<file path="config.mk">
export PLATFORM = sky130hd
export DESIGN_NAME = silife_sequencer
export DESIGN_NICKNAME = d
export VERILOG_FILES = /design/src/rtl/silife_sequencer.sv
export SDC_FILE = /design/constraint.sdc
export NUM_CORES = 1
export LEC_CHECK = 0
export BUFFER_PORTS_ARGS = -buffer_cell sky130_fd_sc_hd__buf_2
export CORE_MARGIN = 1
export CORE_UTILIZATION = 45
export DETAILED_ROUTE_END_ITERATION = 7
export PLACE_DENSITY = 0.71
export SLEW_MARGIN = 20
export SYNTH_ARGS = -nofsm -noshare
export SYNTH_HDL_FRONTEND = slang
export SYNTH_SLANG_ARGS = --single-unit
export TNS_END_PERCENT = 30
</file>
<file path="constraint.sdc">
create_clock -name clk -period 6.4 [get_ports clk]
set_input_delay 0.32 -clock clk [delete_from_list [all_inputs] [get_ports clk]]
set_output_delay 0.32 -clock clk [all_outputs]
set_load 0.005 [all_outputs]
</file>
<file path="src/rtl/silife_sequencer.sv">
// Sequencer for the silife cell matrix: it makes generation ticks from a prescaler or a
// single-step request, and it turns cell writes into one-hot set/clear pulses.
module silife_sequencer #(
  parameter int unsigned WIDTH      = 8,
  parameter int unsigned HEIGHT     = 8,
  parameter int unsigned XW         = 3,
  parameter int unsigned YW         = 3,
  parameter int unsigned PRESCALE_W = 16,
  parameter int unsigned GEN_W      = 16
) (
  input  logic                     clk,
  input  logic                     reset,
  input  logic                     run,
  input  logic                     step,
  input  logic [PRESCALE_W-1:0]    period,
  input  logic                     wr_valid,
  output logic                     wr_ready,
  input  logic [XW-1:0]            wr_x,
  input  logic [YW-1:0]            wr_y,
  input  logic                     wr_value,
  input  logic                     wr_clear_all,
  output logic                     wr_error,
  output logic                     enable,
  output logic [WIDTH*HEIGHT-1:0]  set_cells,
  output logic [WIDTH*HEIGHT-1:0]  clear_cells,
  output logic [GEN_W-1:0]         generation
);

  localparam int unsigned NCELLS = WIDTH * HEIGHT;
  localparam int unsigned IW     = (NCELLS > 1) ? $clog2(NCELLS) : 1;

  typedef enum logic {
    TICK_IDLE    = 1'b0,
    TICK_PENDING = 1'b1
  } tick_state_t;

  tick_state_t             state;
  tick_state_t             state_next;
  logic [PRESCALE_W-1:0]   prescaler;
  logic [PRESCALE_W-1:0]   prescaler_next;
  logic                    terminal_c;
  logic                    issue_c;
  logic                    accept_c;
  logic                    in_range_c;
  logic [IW-1:0]           index_c;
  logic [NCELLS-1:0]       cell_onehot_c;

  // Prescaler: >= so that lowering period mid-count fires on the next cycle
  always_comb begin
    terminal_c     = 1'b0;
    prescaler_next = '0;
    if (run) begin
      if (prescaler >= period) begin
        terminal_c = 1'b1;
      end else begin
        prescaler_next = prescaler + PRESCALE_W'(1);
      end
    end
  end

  always_ff @(posedge clk or posedge reset) begin
    if (reset) begin
      prescaler <= '0;
    end else begin
      prescaler <= prescaler_next;
    end
  end

  // Tick state register
  always_ff @(posedge clk or posedge reset) begin
    if (reset) begin
      state <= TICK_IDLE;
    end else begin
      state <= state_next;
    end
  end

  // A pending tick absorbs any coincident terminal count or step
  always_comb begin
    state_next = state;
    case (state)
      TICK_IDLE: begin
        if (terminal_c || (step && !run)) begin
          state_next = TICK_PENDING;
        end
      end
      TICK_PENDING: state_next = TICK_IDLE;
      default:      state_next = TICK_IDLE;
    endcase
  end

  // Writes are held off while a tick is pending so pulses never overlap enable
  always_comb begin
    issue_c  = 1'b0;
    wr_ready = 1'b1;
    if (state == TICK_PENDING) begin
      issue_c  = 1'b1;
      wr_ready = 1'b0;
    end
  end

  // Write address decode
  always_comb begin
    accept_c      = wr_valid && wr_ready;
    in_range_c    = (32'(wr_x) < WIDTH) && (32'(wr_y) < HEIGHT);
    index_c       = IW'(32'(wr_y) * WIDTH + 32'(wr_x));
    cell_onehot_c = NCELLS'(1) << index_c;
  end

  // Registered matrix-side outputs; every pulse lasts exactly one cycle
  always_ff @(posedge clk or posedge reset) begin
    if (reset) begin
      enable      <= 1'b0;
      set_cells   <= '0;
      clear_cells <= '0;
      wr_error    <= 1'b0;
    end else begin
      enable      <= issue_c;
      set_cells   <= '0;
      clear_cells <= '0;
      wr_error    <= 1'b0;
      if (accept_c) begin
        if (wr_clear_all) begin
          clear_cells <= '1;
        end else if (!in_range_c) begin
          wr_error <= 1'b1;
        end else if (wr_value) begin
          set_cells <= cell_onehot_c;
        end else begin
          clear_cells <= cell_onehot_c;
        end
      end
    end
  end

  // Generation counter; clear-all wins over a same-edge tick
  always_ff @(posedge clk or posedge reset) begin
    if (reset) begin
      generation <= '0;
    end else if (accept_c && wr_clear_all) begin
      generation <= '0;
    end else if (issue_c) begin
      generation <= generation + GEN_W'(1);
    end
  end

endmodule

</file>
==> flow_summary.html, run 1 <==
<table>
<tr><th>Metric</th><th>Value</th></tr>
<tr><th colspan="2">Clocking</th></tr>
<tr><td>Total of cells resized after clock tree synthesis</td><td>0</td></tr>
<tr><td>Clock Path Buffers</td><td>2</td></tr>
<tr><td>Clock tree from TritonCTS</td><td>built</td></tr>
<tr><td>Worst-skew pair later-pin latency</td><td>0.42 ns</td></tr>
<tr><td># Post-CTS Setup Buffers</td><td>0</td></tr>
<tr><td>TritonCTS buffer count</td><td>17</td></tr>
<tr><td>Clk sinks</td><td>162</td></tr>
<tr><td>Clock transition at the registers of the reported paths</td><td>0.06 ns</td></tr>
<tr><td>Root Driver</td><td>sky130_fd_sc_hd__clkbuf_16</td></tr>
<tr><td>Number of hold buffers added after CTS</td><td>0</td></tr>
<tr><td># H-tree levels</td><td>4</td></tr>
<tr><th colspan="2">Cells and area</th></tr>
<tr><td>Share of layout cells above drive strength 1</td><td>27.9%</td></tr>
<tr><td>Area of the multi-input gates</td><td>0.00221 mm2</td></tr>
<tr><td>Utilization of the core after routing</td><td>58.1%</td></tr>
<tr><td>Number of cells in the finished layout apart from fillers</td><td>977</td></tr>
<tr><td>Number of nets in the layout</td><td>831</td></tr>
<tr><td>Final instance area</td><td>0.00813 mm2</td></tr>
<tr><td>Area overhead of the layout relative to synthesis</td><td>25.2%</td></tr>
<tr><td>Sequential standard cell area</td><td>0.00405 mm2</td></tr>
<tr><td>Number of fillers in the final layout</td><td>1,224</td></tr>
<tr><td>Number of antenna diodes</td><td>0</td></tr>
<tr><th colspan="2">Placed design</th></tr>
<tr><td>Placed cell count</td><td>945</td></tr>
<tr><td>Final HPWL from detailed placement</td><td>11,400 um</td></tr>
<tr><td>Worst setup slack before clock tree synthesis</td><td>3.89 ns</td></tr>
<tr><td>Global placer's final weighted congestion</td><td>0.835</td></tr>
<tr><td>Total placed instance area</td><td>0.00749 mm2</td></tr>
<tr><td>Quantity of I/O buffers inserted on ports</td><td>174</td></tr>
<tr><th colspan="2">Setup path</th></tr>
<tr><td>Required time at the endpoint of the critical path</td><td>6.76 ns</td></tr>
<tr><td>Buffers plus inverters on the worst setup path</td><td>0</td></tr>
<tr><td>Arrival time of data at the critical path endpoint</td><td>2.84 ns</td></tr>
<tr><td>Library cell contributing the largest single delay on the critical path</td><td>sky130_fd_sc_hd__a2111oi_4</td></tr>
<tr><td>Critical Path Stages</td><td>5</td></tr>
<tr><td>Critical path startpoint category</td><td>register</td></tr>
<tr><td>Depth of the worst register-to-register path</td><td>5</td></tr>
<tr><td>Crit-path cells</td><td>ha_1 -&gt; nand4_1 -&gt; or3_1 -&gt; a2111oi_4 -&gt; o221a_2</td></tr>
<tr><td>Peak fanout along the critical path</td><td>17</td></tr>
<tr><td>Endpoint type of the worst setup path</td><td>register</td></tr>
<tr><td>Kind of cell adding the most delay to the critical path</td><td>compound AO/OA/AOI/OAI gates</td></tr>
<tr><td>Startpoint-to-endpoint class of the critical path</td><td>register to register</td></tr>
<tr><td>Register-to-register setup slack</td><td>3.92 ns</td></tr>
<tr><td>Largest stage delay on the critical path</td><td>0.75 ns</td></tr>
<tr><th colspan="2">STA</th></tr>
<tr><td>Fin Clk Skew</td><td>0.00612 ns</td></tr>
<tr><td>Final Hold Vio Count</td><td>0</td></tr>
<tr><td>Final-report setup violation count</td><td>0</td></tr>
<tr><td>Setup tns final</td><td>0 ns</td></tr>
<tr><td>Peak clock frequency supported by timing</td><td>403 MHz</td></tr>
<tr><td>Crit share post-route</td><td>38.8%</td></tr>
<tr><td>Max-Slew Margin vs Limit</td><td>32.1%</td></tr>
<tr><td>Worst-case setup margin in the final layout</td><td>3.92 ns</td></tr>
<tr><td>RSZ-0062 raised after global routing</td><td>false</td></tr>
<tr><td>Post-Route Hold Slack</td><td>0.0107 ns</td></tr>
<tr><td>Crit path time final</td><td>2.48 ns</td></tr>
<tr><td>Max-slew violations</td><td>0</td></tr>
<tr><td>Transition at the pin with the smallest max-transition slack</td><td>1.02 ns</td></tr>
<tr><th colspan="2">Floorplan</th></tr>
<tr><td>Initial core utilization</td><td>46.4%</td></tr>
<tr><td>Die area</td><td>0.0149 mm2</td></tr>
<tr><td>Die span in x</td><td>122 um</td></tr>
<tr><td>I/O pin cnt</td><td>176</td></tr>
<tr><td>Row Count</td><td>43</td></tr>
<tr><td>Core region area</td><td>0.0140 mm2</td></tr>
<tr><td>Height of the chip</td><td>122 um</td></tr>
<tr><th colspan="2">Route</th></tr>
<tr><td>Number of design rule violations left after detail routing</td><td>0</td></tr>
<tr><td>DR vias/cell</td><td>5.39</td></tr>
<tr><td>Via Count</td><td>5,268</td></tr>
<tr><td>Routed wire length</td><td>16,900 um</td></tr>
<tr><td>Routed length per instance</td><td>17.3 um</td></tr>
<tr><td>Antenna Nets Post-Route</td><td>0</td></tr>
<tr><td>First DRT Iteration DRCs</td><td>386</td></tr>
<tr><td>Initial DRT Pass Iterations</td><td>5</td></tr>
<tr><th colspan="2">Status</th></tr>
<tr><td>Result of the run</td><td>completed</td></tr>
<tr><th colspan="2">Global routing</th></tr>
<tr><td>Total global-route track usage</td><td>23.5%</td></tr>
<tr><td>Met2 Use GR</td><td>38.5%</td></tr>
<tr><td>Global route overflow</td><td>0</td></tr>
<tr><td>Number of global-route vias before repair</td><td>5,165</td></tr>
<tr><td>Maximum number of pins on one net before global-route repair</td><td>85</td></tr>
<tr><td>Met3 usage in global routing</td><td>8.19%</td></tr>
<tr><td>Most used routing layer in global routing</td><td>met2</td></tr>
<tr><td>Global-route met1 utilization</td><td>29.2%</td></tr>
<tr><td>First-pass GRT wire length</td><td>26,200 um</td></tr>
<tr><td>Antenna violations before repair</td><td>0</td></tr>
<tr><th colspan="2">Power</th></tr>
<tr><td>VDD IR-drop max</td><td>0.166 mV</td></tr>
<tr><td>Final total power</td><td>2.33 mW</td></tr>
<tr><td>Total power per unit cell area</td><td>287 mW/mm2</td></tr>
<tr><td>LEAKAGE</td><td>4.28 nW</td></tr>
<tr><th colspan="2">Synth</th></tr>
<tr><td>Mean instance size in the synthesized netlist</td><td>10.3 um2</td></tr>
<tr><td>Proportion of synthesized chip area in sequential cells</td><td>62.4%</td></tr>
<tr><td>Number of enable-type register cells in the synthesized netlist</td><td>0</td></tr>
<tr><td>YS warnings</td><td>0</td></tr>
<tr><td>Number of standard cells after synthesis</td><td>628</td></tr>
<tr><td>Syn_nets</td><td>675</td></tr>
<tr><td>Synthesized flop and latch total</td><td>162</td></tr>
<tr><td>Post-synth design cell area</td><td>0.00650 mm2</td></tr>
<tr><td>Number of unique standard cell types used by synthesis</td><td>47</td></tr>
<tr><td>Share of synthesized registers carrying an async set or reset</td><td>100%</td></tr>
<tr><td>Top_reg_cell synth</td><td>sky130_fd_sc_hd__dfrtp_1</td></tr>
<tr><th colspan="2">Worst hold path</th></tr>
<tr><td>Hold Path Class</td><td>input port to async pin</td></tr>
<tr><th colspan="2">Run</th></tr>
<tr><td>Max Cap Viol</td><td>0</td></tr>
</table>
final cells by class:
class / count / area share (%)
clock inverter: 13 / 2.25
clock buffer: 19 / 5.57
tap: 180 / 2.77
sequential: 162 / 49.8
inverter: 25 / 1.22
multi-input combinational: 399 / 27.1
timing repair buffer: 179 / 11.2
placed cells by master, fill, tap and decap left out, drive strengths merged, types with 7 or more instances in the layout:
cell type and n:
nor2 130, dfrtp 162, ha 18, nand4 9
buf 179, clkbuf 19, o21ai 13, clkinv 7
nand3 19, inv 26, a31oi 16, xnor2 11
nor3 40, nor2b 7, nand2 31, a21oi 52
synth_stat cells (all sizes together) (2+ instances only):
| cell type | number | area (um2) |
|---|---|---|
| a2111oi | 2 | 37.5 |
| a21oi | 52 | 260 |
| a31oi | 16 | 100 |
| and2 | 4 | 25.0 |
| and3 | 5 | 31.3 |
| and4 | 2 | 17.5 |
| buf | 5 | 26.3 |
| clkbuf | 37 | 139 |
| dfrtp | 162 | 4050 |
| ha | 18 | 225 |
| inv | 25 | 93.8 |
| mux2i | 2 | 20.0 |
| nand2 | 31 | 116 |
| nand2b | 5 | 31.3 |
| nand3 | 19 | 95.1 |
| nand4 | 9 | 71.3 |
| nor2 | 130 | 488 |
| nor2b | 7 | 43.8 |
| nor3 | 40 | 200 |
| nor3b | 3 | 22.5 |
| nor4 | 3 | 18.8 |
| o211ai | 2 | 15.0 |
| o21ai | 13 | 65.1 |
| o31ai | 2 | 15.0 |
| or2 | 2 | 12.5 |
| or3 | 4 | 25.0 |
| xnor2 | 11 | 96.3 |
| xor2 | 3 | 26.3 |
layer usage:
layer / wire length, um / share of wire [%]
met1: 7020 / 41
met2: 8420 / 50
met3: 1330 / 7.9
met4: 176 / 1.0
met5: 0 / 0
path summary, 6_finish.rpt:
path	endpoint	start
hold reg to reg	generation[15]	generation[15]
setup reg to reg	state	prescaler[13]
hold / removal	enable	reset
min in group clk	state	step
max in group asynchronous	generation[11]	reset
setup / recovery	state	prescaler[13]
power by group:
group / total, mW / switching (mW) / internal (mW)
Combinational: 0.177 / 0.118 / 0.0591
Clock: 1.08 / 0.407 / 0.674
Sequential: 1.08 / 0.0199 / 1.06
Total: 2.33 / 0.544 / 1.79
flip-flops by register name, summed over array words and instances (netlist names):
register,flops
prescaler,16
set_cells,64
clear_cells,64
enable,1
state,1
generation,16
logic make-up (layout without fill, tap and decap cells):
logic type	after synthesis	after routing	share of synthesized area [%]
other cells	1	1	0.0577
mux	3	3	0.481
simple gates	267	267	18.9
xor+xnor	14	14	1.89
compound gates	96	96	8.88
buf+inv	67	236	3.99
fa+ha+maj	18	18	3.47
flops	162	162	62.4
Note: power is estimated with default switching activity, not from simulation.
==> inputs of run 2 (changes only) <==
- PLACE_DENSITY: 0.71 -> 0.74
- clock period: 6.4 -> 2 ns (I/O delays scaled with it)
==> run 2 against run 1 <==
Net effect: setup slack worse by 3.8 ns; count of clock-buffer cells in the layout increased by 2; hold slack improved by 0.028 ns; maximum frequency rose by 28%; wire length down 2.5%; largest cell class unchanged; non-clock buffer count increased by 29.
==> flow_summary.html, run 2 (synthesis gave the netlist of run 1 again) <==
<table>
<tr><th>Metric</th><th>Value</th></tr>
<tr><th colspan="2">STA</th></tr>
<tr><td>Final Hold Vio Count</td><td>0 (unchanged)</td></tr>
<tr><td>Transition at the pin with the smallest max-transition slack</td><td>0.839 ns (-0.179 ns)</td></tr>
<tr><td>Crit path time final</td><td>1.93 ns (-0.551 ns)</td></tr>
<tr><td>RSZ-0062 raised after global routing</td><td>true</td></tr>
<tr><td>Worst-case setup margin in the final layout</td><td>0.0668 ns (-3.85 ns)</td></tr>
<tr><td>Crit share post-route</td><td>96.7% (+58 points)</td></tr>
<tr><td>Final-report setup violation count</td><td>0 (unchanged)</td></tr>
<tr><td>Max-slew violations</td><td>0 (unchanged)</td></tr>
<tr><td>Peak clock frequency supported by timing</td><td>517 MHz (+28%)</td></tr>
<tr><td>Fin Clk Skew</td><td>0.0156 ns (+0.00944 ns)</td></tr>
<tr><td>Post-Route Hold Slack</td><td>0.0386 ns (+0.0279 ns)</td></tr>
<tr><td>Max-Slew Margin vs Limit</td><td>43.8% (+12 points)</td></tr>
<tr><th colspan="2">Floorplan</th></tr>
<tr><td>Row Count</td><td>43 (unchanged)</td></tr>
<tr><td>Core region area</td><td>0.0140 mm2 (unchanged)</td></tr>
<tr><td>Height of the chip</td><td>122 um (unchanged)</td></tr>
<tr><td>Die span in x</td><td>122 um (unchanged)</td></tr>
<tr><td>Die area</td><td>0.0149 mm2 (unchanged)</td></tr>
<tr><td>Initial core utilization</td><td>46.4% (unchanged)</td></tr>
<tr><td>I/O pin cnt</td><td>176 (unchanged)</td></tr>
<tr><th colspan="2">Cells and area</th></tr>
<tr><td>Number of nets in the layout</td><td>860 (+3.5%)</td></tr>
<tr><td>Share of layout cells above drive strength 1</td><td>30.2% (+2.3 points)</td></tr>
<tr><td>Largest registers</td><td>clear_cells (64), set_cells (64)</td></tr>
<tr><td>Number of fillers in the final layout</td><td>1,174 (-4.1%)</td></tr>
<tr><td>Number of antenna diodes</td><td>0 (unchanged)</td></tr>
<tr><td>Sequential standard cell area</td><td>0.00405 mm2 (unchanged)</td></tr>
<tr><td>Commonest non-fill, non-tap cell in the layout</td><td>sky130_fd_sc_hd__buf_2</td></tr>
<tr><td>Number of cells in the finished layout apart from fillers</td><td>1,005 (+2.9%)</td></tr>
<tr><td>Area of the multi-input gates</td><td>0.00224 mm2 (+1.6%)</td></tr>
<tr><td>Most frequent cells in the layout</td><td>sky130_fd_sc_hd__buf_2 (174), sky130_fd_sc_hd__dfrtp_1 (162), sky130_fd_sc_hd__nor2_1 (130)</td></tr>
<tr><td>Area overhead of the layout relative to synthesis</td><td>29.3%</td></tr>
<tr><th colspan="2">Setup path</th></tr>
<tr><td>Critical path startpoint category</td><td>register</td></tr>
<tr><td>Arrival time of data at the critical path endpoint</td><td>2.28 ns (-0.56 ns)</td></tr>
<tr><td>Peak fanout along the critical path</td><td>4 (-13)</td></tr>
<tr><td>Startpoint-to-endpoint class of the critical path</td><td>register to register</td></tr>
<tr><td>Library cell contributing the largest single delay on the critical path</td><td>sky130_fd_sc_hd__or3_4</td></tr>
<tr><td>Endpoint type of the worst setup path</td><td>register</td></tr>
<tr><td>Depth of the worst register-to-register path</td><td>6 (+1)</td></tr>
<tr><td>Crit-path cells</td><td>ha_4 -&gt; nand4_1 -&gt; or3_4 -&gt; a2111oi_4 -&gt; buf_4 -&gt; o221a_2</td></tr>
<tr><td>Register-to-register setup slack</td><td>0.07 ns (-3.85 ns)</td></tr>
<tr><td>FF-to-FF Start</td><td>prescaler[13]</td></tr>
<tr><td>Reg-to-Reg End</td><td>state</td></tr>
<tr><td>Largest stage delay on the critical path</td><td>0.43 ns (-0.32 ns)</td></tr>
<tr><td>Required time at the endpoint of the critical path</td><td>2.34 ns (-4.42 ns)</td></tr>
<tr><th colspan="2">Worst hold path</th></tr>
<tr><td>Worst Hold Path Cells</td><td>2</td></tr>
<tr><td>Hold Path Origin</td><td>run</td></tr>
<tr><td>Hold Path Class</td><td>input port to register</td></tr>
<tr><td>Worst-case hold path end point</td><td>state</td></tr>
<tr><th colspan="2">Route</th></tr>
<tr><td>Number of design rule violations left after detail routing</td><td>0 (unchanged)</td></tr>
<tr><td>Routed length per instance</td><td>16.4 um (-5.2%)</td></tr>
<tr><td>Antenna Nets Post-Route</td><td>0 (unchanged)</td></tr>
<tr><td>Routed wire length</td><td>16,500 um (-2.5%)</td></tr>
<tr><td>Initial DRT Pass Iterations</td><td>6 (+1)</td></tr>
<tr><td>DR vias/cell</td><td>5.20 (-3.5%)</td></tr>
<tr><td>Via Count</td><td>5,229 (-0.74%)</td></tr>
<tr><td>First DRT Iteration DRCs</td><td>385 (-0.26%)</td></tr>
<tr><th colspan="2">Clocking</th></tr>
<tr><td>Clock Path Buffers</td><td>2 (unchanged)</td></tr>
<tr><td># H-tree levels</td><td>4 (unchanged)</td></tr>
<tr><td>TritonCTS buffer count</td><td>17 (unchanged)</td></tr>
<tr><td>Root Driver</td><td>sky130_fd_sc_hd__clkbuf_16</td></tr>
<tr><td>Clk sinks</td><td>162 (unchanged)</td></tr>
<tr><td>Worst-skew pair later-pin latency</td><td>0.42 ns (about the same)</td></tr>
<tr><td>Clock transition at the registers of the reported paths</td><td>0.06 ns (about the same)</td></tr>
<tr><td># Post-CTS Setup Buffers</td><td>0 (unchanged)</td></tr>
<tr><td>Clock tree from TritonCTS</td><td>built</td></tr>
<tr><th colspan="2">Global routing</th></tr>
<tr><td>Total global-route track usage</td><td>23.4% (-0.11 points)</td></tr>
<tr><td>Antenna violations before repair</td><td>0 (unchanged)</td></tr>
<tr><td>Maximum number of pins on one net before global-route repair</td><td>85 (unchanged)</td></tr>
<tr><td>First-pass GRT wire length</td><td>26,200 um (about the same)</td></tr>
<tr><td>Number of global-route vias before repair</td><td>4,987 (-3.4%)</td></tr>
<tr><td>Global route overflow</td><td>0 (unchanged)</td></tr>
<tr><th colspan="2">Power</th></tr>
<tr><td>LEAKAGE</td><td>4.41 nW (+3.1%)</td></tr>
<tr><td>Total power per unit cell area</td><td>882 mW/mm2 (+210%)</td></tr>
<tr><td>VDD IR-drop max</td><td>0.507 mV (+210%)</td></tr>
<tr><td>Final total power</td><td>7.41 mW (+220%)</td></tr>
<tr><th colspan="2">Run</th></tr>
<tr><td>Max Cap Viol</td><td>0 (unchanged)</td></tr>
<tr><th colspan="2">Placed design</th></tr>
<tr><td>Final HPWL from detailed placement</td><td>11,300 um (-0.63%)</td></tr>
<tr><td>Quantity of I/O buffers inserted on ports</td><td>174 (unchanged)</td></tr>
<tr><td>Worst setup slack before clock tree synthesis</td><td>0.0428 ns (-3.85 ns)</td></tr>
<tr><td>Placed cell count</td><td>972 (+2.9%)</td></tr>
<tr><td>Global placer's final weighted congestion</td><td>0.861 (+3.1%)</td></tr>
<tr><th colspan="2">Status</th></tr>
<tr><td>Result of the run</td><td>completed</td></tr>
</table>
## run 2: cell types whose count changed in the layout (fill, tap and decap cells not counted), sizes merged
cell	delta
dlygate4sd3	+2
clkinv	-3
clkinvlp	+2
clkbuf	+2
inv	-2
buf	+27
## run 2: how the worst max path moves through the flow
| stage | slack [ns] | cells past startpoint | endpoint | from |
|---|---|---|---|---|
| floorplan | -0.16 | 1 | clear_cells[0] | reset |
| global placement | 0.08 | 6 | prescaler[11] | prescaler[13] |
| detailed placement | 0.04 | 6 | prescaler[12] | prescaler[15] |
| CTS | 0.03 | 6 | prescaler[12] | prescaler[15] |
| global route | -0.04 | 6 | state | prescaler[13] |
| finish | 0.07 | 6 | state | prescaler[13] |
## run 2: where the power goes
group          internal (mW)  switching, mW
clock network           2.11           1.25
registers               3.38         0.0613
logic                  0.225          0.387
total                   5.71           1.70
## run 2: through the flow
step           cell area (um2)  TNS (ns)  utilization (%)
2_1_floorplan             6500    -26.01                -
3_3_place_gp              7730         0             55.3
3_5_place_dp              7730         0             55.3
4_1_cts                   8360         0             59.8
5_1_grt                   8400   -0.0416             60.0
6_report                  8400         0             60.0
## run 2: critical path: cells and delay by family (launching register included)
family | cells | cell delay (ns)
adder cells (fa/ha/maj) | 1 | 0.28
AND/OR/NAND/NOR | 2 | 0.55
buffers and inverters | 1 | 0.19
flip-flops | 1 | 0.41
AO/OA/AOI/OAI | 2 | 0.43
## run 2: layout make-up
type / count / share of cell area, %
clock buffers: 21 / 5.36
clock inverters: 10 / 1.89
inverters: 25 / 1.16
multi-input cells: 399 / 26.7
flip-flops and latches: 162 / 48.3
well taps: 180 / 2.68
repair buffers: 208 / 14.0
## run 2: repair_timing
item                       in CTS  in global routing
gates resized for setup         0                  5
setup endpoints to repair       0                 14
hold buffers                    2                  0
hold endpoints to repair      163                  0
## run 2: metal layers
layer / global-route usage [%] / wire, um / share of wire (%)
met1: 30.5 / 7040 / 43
met2: 36.7 / 7880 / 48
met3: 8.19 / 1460 / 8.9
met5: 0 / 0 / 0
met4: 7.32 / 143 / 0.87
